File: config.mk
export PLATFORM = sky130hd
export DESIGN_NAME = cordic_hyp_engine
export DESIGN_NICKNAME = d
export VERILOG_FILES = /design/src/rtl/cordic_hyp_pkg.sv /design/src/rtl/cordic_hyp_step.sv /design/src/rtl/cordic_hyp_engine.sv
export SDC_FILE = /design/constraint.sdc
export NUM_CORES = 1
export LEC_CHECK = 0
export CORE_ASPECT_RATIO = 0.6
export CORE_MARGIN = 5
export CORE_UTILIZATION = 58
export DETAILED_ROUTE_END_ITERATION = 8
export GPL_ROUTABILITY_DRIVEN = 1
export PLACE_DENSITY = 0.79
export SLEW_MARGIN = 20
export SYNTH_ARGS = -nofsm -noshare
export SYNTH_HDL_FRONTEND = slang
export SYNTH_SLANG_ARGS = --single-unit
File: constraint.sdc
create_clock -name clk -period 6.58 [get_ports clk]
set_input_delay 1.316 -clock clk [delete_from_list [all_inputs] [get_ports clk]]
set_output_delay 1.316 -clock clk [all_outputs]
set_load 0.02 [all_outputs]
File: src/rtl/cordic_hyp_pkg.sv
`default_nettype none
// +--------------------------------------------------------------------------+
// | Module      : cordic_hyp_pkg                                             |
// | Description : Shared types, constants and schedule helpers for the       |
// |               hyperbolic CORDIC engine.                                  |
// | Revision    : 1.0 - initial release                                      |
// +--------------------------------------------------------------------------+
package cordic_hyp_pkg;

  typedef enum logic [1:0] {
    MODE_EXP  = 2'd0,
    MODE_SINH = 2'd1,
    MODE_COSH = 2'd2,
    MODE_LN   = 2'd3
  } hyp_mode_e;

  typedef enum logic [1:0] {
    ST_IDLE = 2'd0,
    ST_LOAD = 2'd1,
    ST_RUN  = 2'd2,
    ST_FIN  = 2'd3
  } hyp_state_e;

  // Reference constants are held at Q24 and requantised to the target precision.
  localparam int c_ref_frac    = 24;
  localparam int c_inv_kh_ref  = 20258439;  // 1.2074970678
  localparam int c_rot_max_ref = 18760283;  // 1.1182
  localparam int c_ln_min_ref  = 1793484;   // 0.1069

  function automatic int requant(input int v, input int frac);
    int r;
    if (frac >= c_ref_frac) r = v <<< (frac - c_ref_frac);
    else r = (v + (1 <<< (c_ref_frac - frac - 1))) >>> (c_ref_frac - frac);
    return r;
  endfunction

  // Beyond i=7 the series term 2^-3i/3 falls below one Q24 LSB.
  function automatic int atanh_ref(input int i);
    int r;
    case (i)
      1:       r = 9215828;
      2:       r = 4285116;
      3:       r = 2108178;
      4:       r = 1049945;
      5:       r = 524459;
      6:       r = 262165;
      7:       r = 131075;
      default: r = (i >= 8 && i <= c_ref_frac) ? (1 <<< (c_ref_frac - i)) : 0;
    endcase
    return r;
  endfunction

  function automatic int atanh_fg(input int i, input int fg);
    return requant(atanh_ref(i), fg);
  endfunction

  function automatic bit is_repeat(input int i);
    return (i == 4) || (i == 13) || (i == 40);
  endfunction

  function automatic int total_steps(input int iter);
    int n;
    n = iter;
    if (iter >= 4)  n = n + 1;
    if (iter >= 13) n = n + 1;
    if (iter >= 40) n = n + 1;
    return n;
  endfunction

  function automatic int shift_of_step(input int step, input int iter);
    int k;
    int res;
    k   = 0;
    res = iter;
    for (int i = 1; i <= iter; i++) begin
      if (k == step) res = i;
      k = k + 1;
      if (is_repeat(i)) begin
        if (k == step) res = i;
        k = k + 1;
      end
    end
    return res;
  endfunction

endpackage
`default_nettype wire

File: src/rtl/cordic_hyp_step.sv
`default_nettype none
// +--------------------------------------------------------------------------+
// | Module      : cordic_hyp_step                                            |
// | Description : One combinational hyperbolic CORDIC micro-rotation.        |
// | Revision    : 1.0 - initial release                                      |
// +--------------------------------------------------------------------------+
module cordic_hyp_step
  import cordic_hyp_pkg::*;
#(
  parameter int WI  = 22,
  parameter int SHW = 6
) (
  input  logic signed [WI-1:0] i_x,
  input  logic signed [WI-1:0] i_y,
  input  logic signed [WI-1:0] i_z,
  input  logic [SHW-1:0]       i_shift,
  input  logic signed [WI-1:0] i_atanh,
  input  logic                 i_vec,
  output logic signed [WI-1:0] o_x,
  output logic signed [WI-1:0] o_y,
  output logic signed [WI-1:0] o_z
);

  logic                 w_pos;
  logic signed [WI-1:0] w_xs;
  logic signed [WI-1:0] w_ys;

  // Vectoring drives Y toward zero; rotation drives Z toward zero.
  assign w_pos = i_vec ? i_y[WI-1] : ~i_z[WI-1];
  assign w_xs  = i_x >>> i_shift;
  assign w_ys  = i_y >>> i_shift;

  assign o_x = w_pos ? (i_x + w_ys) : (i_x - w_ys);
  assign o_y = w_pos ? (i_y + w_xs) : (i_y - w_xs);
  assign o_z = w_pos ? (i_z - i_atanh) : (i_z + i_atanh);

endmodule
`default_nettype wire

File: src/rtl/cordic_hyp_engine.sv
`default_nettype none
// +--------------------------------------------------------------------------+
// | Module      : cordic_hyp_engine                                          |
// | Description : Iterative hyperbolic CORDIC computing exp/sinh/cosh/ln.    |
// | Revision    : 1.0 - initial release                                      |
// +--------------------------------------------------------------------------+
module cordic_hyp_engine
  import cordic_hyp_pkg::*;
#(
  parameter int W     = 16,
  parameter int FRAC  = 12,
  parameter int GUARD = 4,
  parameter int ITER  = 14
) (
  input  logic         clk,
  input  logic         rst_n,
  input  logic         start,
  input  logic [1:0]   mode,
  input  logic [W-1:0] x_in,
  output logic         busy,
  output logic         done,
  output logic         err,
  output logic [W-1:0] result
);

  localparam int WI  = W + GUARD + 2;
  localparam int FG  = FRAC + GUARD;
  localparam int S   = total_steps(ITER);
  localparam int STW = (S > 1) ? $clog2(S) : 1;
  localparam int SHW = 6;
  localparam int EXT = WI - W - GUARD;

  localparam logic signed [WI-1:0] c_inv_kh  = WI'(requant(c_inv_kh_ref, FG));
  localparam logic signed [WI-1:0] c_one     = WI'(1 <<< FG);
  localparam logic signed [W-1:0]  c_rot_max = W'(requant(c_rot_max_ref, FRAC));
  localparam logic signed [W-1:0]  c_ln_min  = W'(requant(c_ln_min_ref, FRAC));
  localparam logic signed [WI+1:0] c_half    = (WI+2)'(1 <<< (GUARD - 1));
  localparam logic signed [WI+1:0] c_res_max = (WI+2)'((1 <<< (W - 1)) - 1);
  localparam logic signed [WI+1:0] c_res_min = -c_res_max - (WI+2)'(1);

  hyp_state_e           r_state;
  hyp_state_e           w_next;
  hyp_mode_e            r_mode;
  logic signed [W-1:0]  r_x;
  logic signed [WI-1:0] r_xr;
  logic signed [WI-1:0] r_yr;
  logic signed [WI-1:0] r_zr;
  logic [STW-1:0]       r_step;
  logic                 r_busy;
  logic                 r_done;
  logic                 r_err;
  logic [W-1:0]         r_result;

  logic                 w_accept;
  logic                 w_is_ln;
  logic                 w_range_bad;
  logic                 w_last;
  logic signed [WI-1:0] w_x_ext;
  logic signed [WI-1:0] w_xn;
  logic signed [WI-1:0] w_yn;
  logic signed [WI-1:0] w_zn;
  logic signed [WI-1:0] w_atanh;
  logic [SHW-1:0]       w_shift;
  logic [SHW-1:0]       w_shift_tab [S];
  logic signed [WI-1:0] w_atanh_tab [S];
  logic signed [WI+1:0] w_val;
  logic signed [WI+1:0] w_rnd;
  logic [W-1:0]         w_sat;

  // Per-step shift index and angle, folding in the repeated indices.
  for (genvar s = 0; s < S; s++) begin : g_sched
    localparam int c_sh = shift_of_step(s, ITER);
    assign w_shift_tab[s] = SHW'(c_sh);
    assign w_atanh_tab[s] = WI'(atanh_fg(c_sh, FG));
  end

  assign w_shift = w_shift_tab[r_step];
  assign w_atanh = w_atanh_tab[r_step];
  assign w_last  = (r_step == STW'(S - 1));
  assign w_is_ln = (r_mode == MODE_LN);
  assign w_x_ext = {{EXT{r_x[W-1]}}, r_x, {GUARD{1'b0}}};

  assign w_range_bad = w_is_ln ? (r_x < c_ln_min)
                               : ((r_x > c_rot_max) || (r_x < -c_rot_max));

  cordic_hyp_step #(
    .WI  (WI),
    .SHW (SHW)
  ) u_step (
    .i_x     (r_xr),
    .i_y     (r_yr),
    .i_z     (r_zr),
    .i_shift (w_shift),
    .i_atanh (w_atanh),
    .i_vec   (w_is_ln),
    .o_x     (w_xn),
    .o_y     (w_yn),
    .o_z     (w_zn)
  );

  always_ff @(posedge clk or negedge rst_n) begin
    if (!rst_n) r_state <= ST_IDLE;
    else        r_state <= w_next;
  end

  // A start coinciding with the done pulse is deliberately not accepted.
  always_comb begin
    w_next   = r_state;
    w_accept = 1'b0;
    case (r_state)
      ST_IDLE: begin
        if (start && !r_done) begin
          w_next   = ST_LOAD;
          w_accept = 1'b1;
        end
      end
      ST_LOAD: w_next = w_range_bad ? ST_FIN : ST_RUN;
      ST_RUN:  if (w_last) w_next = ST_FIN;
      ST_FIN:  w_next = ST_IDLE;
      default: w_next = ST_IDLE;
    endcase
  end

  always_comb begin
    w_val = '0;
    case (r_mode)
      MODE_EXP:  w_val = {{2{r_xr[WI-1]}}, r_xr} + {{2{r_yr[WI-1]}}, r_yr};
      MODE_SINH: w_val = {{2{r_yr[WI-1]}}, r_yr};
      MODE_COSH: w_val = {{2{r_xr[WI-1]}}, r_xr};
      default:   w_val = {r_zr[WI-1], r_zr, 1'b0};
    endcase
    w_rnd = (w_val + c_half) >>> GUARD;
    if (w_rnd > c_res_max)      w_sat = c_res_max[W-1:0];
    else if (w_rnd < c_res_min) w_sat = c_res_min[W-1:0];
    else                        w_sat = w_rnd[W-1:0];
  end

  always_ff @(posedge clk or negedge rst_n) begin
    if (!rst_n) begin
      r_mode   <= MODE_EXP;
      r_x      <= '0;
      r_xr     <= '0;
      r_yr     <= '0;
      r_zr     <= '0;
      r_step   <= '0;
      r_busy   <= 1'b0;
      r_done   <= 1'b0;
      r_err    <= 1'b0;
      r_result <= '0;
    end else begin
      r_done <= 1'b0;
      case (r_state)
        ST_IDLE: begin
          if (w_accept) begin
            r_mode <= hyp_mode_e'(mode);
            r_x    <= x_in;
            r_busy <= 1'b1;
          end
        end
        ST_LOAD: begin
          r_step <= '0;
          if (!w_range_bad) begin
            if (w_is_ln) begin
              r_xr <= w_x_ext + c_one;
              r_yr <= w_x_ext - c_one;
              r_zr <= '0;
            end else begin
              r_xr <= c_inv_kh;
              r_yr <= '0;
              r_zr <= w_x_ext;
            end
          end
        end
        ST_RUN: begin
          r_xr   <= w_xn;
          r_yr   <= w_yn;
          r_zr   <= w_zn;
          r_step <= r_step + 1'b1;
        end
        ST_FIN: begin
          r_done   <= 1'b1;
          r_busy   <= 1'b0;
          r_err    <= w_range_bad;
          r_result <= w_range_bad ? '0 : w_sat;
        end
        default: ;
      endcase
    end
  end

  assign busy   = r_busy;
  assign done   = r_done;
  assign err    = r_err;
  assign result = r_result;

endmodule
`default_nettype wire
# Word-level counts from Yosys, hierarchy flattened
# Memory sizes are Yosys's and may differ from the RTL's.
# Index checks and enable logic that the tools add are counted.
[totals]
register_bits = 109
rom_bits = 448
input_bits = 21
out_inout_bits = 19
elab_cells = 88
memories = 2
[memory_table]
columns = ["memory", "depth", "word_bits", "read_ports", "rd_ports_with_merged_regs", "wr", "line", "source"]
rows = [
  ["(name not given)", 16, 22, 1, 0, 0, "cordic_hyp_engine.sv:78", "assign w_atanh = w_atanh_tab[r_step];"],
  ["(name not given)", 16, 6, 1, 0, 0, "cordic_hyp_engine.sv:77", "assign w_shift = w_shift_tab[r_step];"],
]
[op_classes]
n_addsub = 11
n_lt_le_gt_ge = 6
n_eq_ne = 11
shifts = 2
mux = 32
n_bitwise = 2
reduce_logical = 11
[ops]
columns = ["op", "count"]
rows = [
  ["$mux W22", 11],
  ["$pmux W22 S2", 3],
  ["$pmux W24 S3", 1],
  ["$add A22 B22 Y22", 3],
  ["$sub A22 B22 Y22", 3],
  ["$mux W16", 3],
  ["$sshr A22 B6 Y22", 2],
  ["$add A24 B5 Y24 const B", 1],
  ["$add A22 B22 Y23", 1],
  ["$add A20 B18 Y21 const B", 1],
  ["$sub A20 B18 Y21 const B", 1],
  ["$gt A20 B16 Y1 const B", 1],
  ["$lt A20 B16 Y1 const B", 1],
  ["$gt A16 B14 Y1 const B", 1],
  ["$lt A16 B10 Y1 const B", 1],
  ["$lt A16 B14 Y1 const B", 1],
  ["$mux W6", 2],
  ["$eq A2 B2 Y1 const B", 4],
  ["$ne A2 B2 Y1 const B", 4],
  ["$pmux W2 S4", 1],
  ["$pmux W4 S2", 1],
  ["$reduce_and A2 Y1", 4],
  ["$mux W1", 7],
  ["$ge A5 B5 Y1 const B", 1],
  ["12 further kinds", 16],
]

# Logic depth before layout (Yosys ltp)
[logic_depth]
ltp_word = 8
mapped_depth = 35

# Modules after synthesis
# Synthesis repeated with hierarchy kept, for this count alone.
[hier_totals]
cells_unflattened = 1810
area_unflattened_um2 = 14755.4
[by_module_without_submodules]
columns = ["module", "n_inst", "cells_each", "area_each_um2"]
rows = [
  ["cordic_hyp_engine", 1, 907, 7818.7],
  ["cordic_hyp_step", 1, 903, 6936.7],
]

# Least setup slack after synthesis
# OpenSTA, ideal clock, no wires.
[synth_timing]
path_type = "reg2reg"
from = "register r_step[2]"
to = "register r_xr[20]"
t_arrival_ps = 6452
required_time_ps = 6458
setup_slack_ps = 6
path_stages_with_launch = 31
path_cell_list = "dfrtp_1 -> buf_2 -> buf_1 -> clkinv_1 -> clkbuf_1 -> ha_1 -> nand2b_1 -> buf_2 -> o21ai_4 -> buf_4 -> buf_4 -> mux4_2 -> and2_1 -> a311oi_1 -> a21o_1 -> ha_1 -> nand2_1 -> o21ai_0 -> fa_1 -> a21o_1 -> a21oi_1 -> o21bai_1 -> a21oi_1 -> o21ai_0 -> a221o_1 -> a41oi_1 -> a21oi_1 -> nand4_1 -> and4b_1 -> xnor2_1 -> a32o_1"
[synth_via]
elab_chain_len = 8
[synth_lines]
columns = ["element", "line", "source"]
rows = [
  ["from (decl)", "cordic_hyp_engine.sv:48", "logic [STW-1:0] r_step;"],
  ["from (signal assigned)", "cordic_hyp_engine.sv:178", "r_step <= r_step + 1'b1;"],
  ["$not A4 Y5 (not written as such) *", "cordic_hyp_engine.sv:77", ""],
  ["$mem_v2 Z16 W6 *", "--", ""],
  ["$mux W6 (not written as such) * (2 in series)", "cordic_hyp_engine.sv:77", ""],
  ["$sshr A22 B6 Y22 *", "cordic_hyp_step.sv:31", "assign w_ys = i_y >>> i_shift;"],
  ["$sub A22 B22 Y22 or $add A22 B22 Y22 (tied branches)", "cordic_hyp_step.sv:33", "assign o_x = w_pos ? (i_x + w_ys) : (i_x - w_ys);"],
  ["$mux W22 *", "cordic_hyp_step.sv:33", ""],
  ["$pmux W22 S2 *", "cordic_hyp_engine.sv:152", "case (r_state)"],
  ["to (signal assigned)", "cordic_hyp_engine.sv:164", "r_xr <= w_x_ext + c_one;"],
  ["to (signal assigned)", "cordic_hyp_engine.sv:168", "r_xr <= c_inv_kh;"],
  ["to (signal assigned)", "cordic_hyp_engine.sv:175", "r_xr <= w_xn;"],
  ["to (decl)", "cordic_hyp_engine.sv:45", "logic signed [WI-1:0] r_xr;"],
]
# Every way passes the cells marked *; elsewhere a longest branch is shown, timed or not. The select of a mux whose other input is x is not followed.
# A chain may end at the register's enable or synchronous reset.

# Worst setup path after layout
[layout_timing]
from = "register r_step[1]"
to = "register r_xr[21]"
# The elaborated chain is that of the path after synthesis.

==> metrics.md <==
| Metric | Value |
|---|---|
| Ys flop type | dfrtp_1 |
| Routed WL per cell | 27.42 um |
| Clock root cell | clkbuf_16 |
| Initial Util | 0.5890 |
| Crit share post-route | 0.9678 |
| Syn Area/Cell | 7.958 um2 |
| GR Util All Layers | 0.4073 |
| Die W | about 210 um |
| Synth-to-Final Area Change | 9.993% |
| Startpoint Class | flop |
| Nets | 1936 |
| Fin. max-slew vios | 0 |
| Arr. time, crit path | ~6.7 ns |
| Final Skew | between 0.01 and 0.015 ns |
| CP endpoint kind | flop |
| Crit Path Max Fanout | 16 |
| Most frequent cells in the layout | 194 x nand2_1, 145 x nor2_1, 115 x o21ai_0, 107 x dfrtp_1, 106 x a21oi_1 |
| Min Tclk post-route | 6.368 ns |
| Critical path launch point | r_step[1]$_DFFE_PN0P_ |
| CTS Sinks | around 110 |
| # diodes | 0 |
| EDFF count, synth | 0 |
| Final wirelength | 58.49 mm |
| Vias in the first global route | around 14000 |
| Syn_nets | 1919 |
| Worst-margin pin slew | 1.027 ns |
| Layout cells sized above 1 | 0.1209 |
| Port Buf Inserts | 39 |
| Die height | about 130 um |
| Dpl hpwl | 44.42 mm |
| First-pass GRT wire length | between 80 and 90 mm |
| CTS hold repair buffers | 0 |
| TritonRoute pass-1 iters | 7 |
| Clk Latency, worst-skew pair | approximately 0.39 ns |
| Async S/R FF share, synth | 1.000 |
| DIE AREA | approximately 28000 um2 |
| I/O pin count | 40 |
| Final setup vio count | 0 |
| Worst Hold Launch | r_zr[0]$_DFFE_PN0P_ |
| Required time of the critical path | 6.90 ns |
| Std cell rows | 44 |
| DRT iter0 DRCs | ~2500 |
| Register area share after synthesis | 0.1916 |
| Critical path's largest stage delay | slightly above 0.5 ns |
| Fmax | 157.0 MHz |
| DRC viols | 0 |
| CTS buffer count | 9 |
| Total of max-cap violations | 0 |
| Rel. slew slack | 0.3098 |
| GP Congestion | between 1 and 1.5 |
| Maximum clock insertion buffer count | 2 |
| Fin. Hold Viols | 0 |
| Mapped Area | 14240 um2 |
| Cell mode on critical path | ha_1 |
| Most common cell after layout, fill and taps aside | nand2_1 |
| Setup TNS | 0 ns |
| Register bit total from synthesis | 109 |
| Synth warn | 0 |
| Reg2reg start | r_step[1]$_DFFE_PN0P_ |
| Synth Instances | between 1500 and 2000 |
| Worst Path Buf+Inv | 4 |
| Vias | 15110 |
| Status | finished, final reports clean |
| Remaining Overflow, GRT | 0 |
| Kind of critical path | flop to flop |
| Vias per cell | slightly above 7 |
| Initial antenna violation count | 2 |
| CP top delay family | compound AO/OA/AOI/OAI gates |
| H-tree depth | 3 |
| Class of the worst hold path | flop to flop |
| Critical path's slowest cell | mux4_2 |
| Antenna Violating Nets Remaining | 0 |
| Largest net degree at the start of global routing | about 70 |
| CTS tree | yes |
| Synth cell types | between 90 and 100 |
| Reg clk slew, reported paths | 0.09 ns |
| Core ar. | 24170 um2 |
==> worst min-delay path, delay by kind of cell (launching register included) <==
kind | cells | cell delay [ns]
AO/OA/AOI/OAI | 1 | 0.06
AND/OR/NAND/NOR | 1 | 0.05
flip-flops | 1 | 0.35
==> stage by stage <==
step / instance area, um2 / hold WS, ns / utilization / instances / worst slack, ns
final: 15660 / 0.4877 / 0.6479 / 2133 / 0.2118
after global routing: 15660 / 0.5241 / 0.6479 / 2133 / -0.03108
after CTS: 15380 / 0.4867 / 0.6365 / 2116 / 0.09815
after detailed placement: 15050 / 0.4666 / 0.6226 / 2100 / 0.1112
after global placement: 15050 / 0.4601 / 0.6225 / 2100 / 0.3012
after floorplan: 14240 / 0.4485 / - / 1789 / 0.006092
==> cell type report <==
class                      count  area, um2
multi-input combinational   1498      10900
fill                        2096       8509
sequential                   109       2730
timing repair buffer         112       1003
tap                          322      402.9
inverter                      76      285.3
clock buffer                   9      225.2
clock inverter                 7      110.1
==> state kept, by name, summed over array words and instances, names as in the netlist <==
signal / cells
err: 1
r_state: 2
r_step: 4
r_yr: 22
r_zr: 22
r_x: 16
done: 1
busy: 1
r_mode: 2
r_xr: 22
result: 16
==> layer usage <==
metal	track usage	vias to the layer above	wire length, um
met5	0	-	36
met4	0.08277	4	1354
met3	0.2015	118	10570
met2	0.5060	1067	21410
met1	0.6254	7236	25120
li1	-	6680	-
==> path summary, 6_finish.rpt <==
| path | to | cells past startpoint | slack [ns] |
|---|---|---|---|
| worst max-delay path | r_xr[21]$_DFFE_PN0P_ | 28 | 0.21 |
| worst min-delay path | r_zr[0]$_DFFE_PN0P_ | 2 | 0.49 |
| worst max register to register | r_xr[21]$_DFFE_PN0P_ | 28 | 0.21 |
| worst min register to register | r_zr[0]$_DFFE_PN0P_ | 2 | 0.49 |
| max in group asynchronous | r_step[3]$_DFFE_PN0P_ | 2 | 4.21 |
| min in group asynchronous | result[13]$_DFFE_PN0P_ | 1 | 0.96 |
==> kinds of logic after synthesis <==
kind of cell,synth area share
buffers and inverters,0.05229
multiplexers,0.1180
flip-flops,0.1916
XOR/XNOR,0.07743
adder cells (fa/ha/maj),0.09738
AND/OR/NAND/NOR,0.1839
AO/OA/AOI/OAI,0.2794
==> repair_timing <==
| action | in CTS | in global routing |
|---|---|---|
| endpoints found under the setup margin | 0 | 13 |
| gates resized for setup | 0 | 35 |
| endpoints found under the hold margin | 0 | 0 |
| setup buffers | 0 | 16 |
==> Yosys cell counts (all sizes together), types with 8 or more instances <==
cell type | n | area [um2]
o21a | 15 | 112.6
mux4 | 24 | 540.5
o211ai | 37 | 296.5
nand2b | 16 | 100.1
a211o | 9 | 78.83
a22oi | 11 | 82.58
a21o | 28 | 210.2
a21boi | 15 | 112.6
inv | 71 | 266.5
and2 | 17 | 106.4
dfrtp | 109 | 2728
nor4 | 9 | 56.30
nand2 | 196 | 735.7
nor3 | 31 | 160.1
o2111ai | 18 | 157.7
nand3 | 39 | 195.2
ha | 106 | 1326
nor2 | 146 | 550.5
or3 | 11 | 68.82
mux2 | 39 | 439.2
nor2b | 35 | 219.0
clkbuf | 68 | 255.2
o31ai | 19 | 156.4
a31oi | 29 | 181.4
or2 | 13 | 81.33
a211oi | 21 | 170.2
o21ai | 125 | 636.9
and3 | 17 | 111.4
a21oi | 113 | 573.1
xnor2 | 71 | 629.4
a221oi | 24 | 210.2
nand4 | 8 | 50.05
o22ai | 9 | 56.30
mux2i | 70 | 700.7
buf | 38 | 204.0
xor2 | 54 | 473.0
o221ai | 17 | 161.4
Power is left out: the tool's default activity adds up to more than one toggle a clock period on the data nets, which glitch-free logic cannot reach.
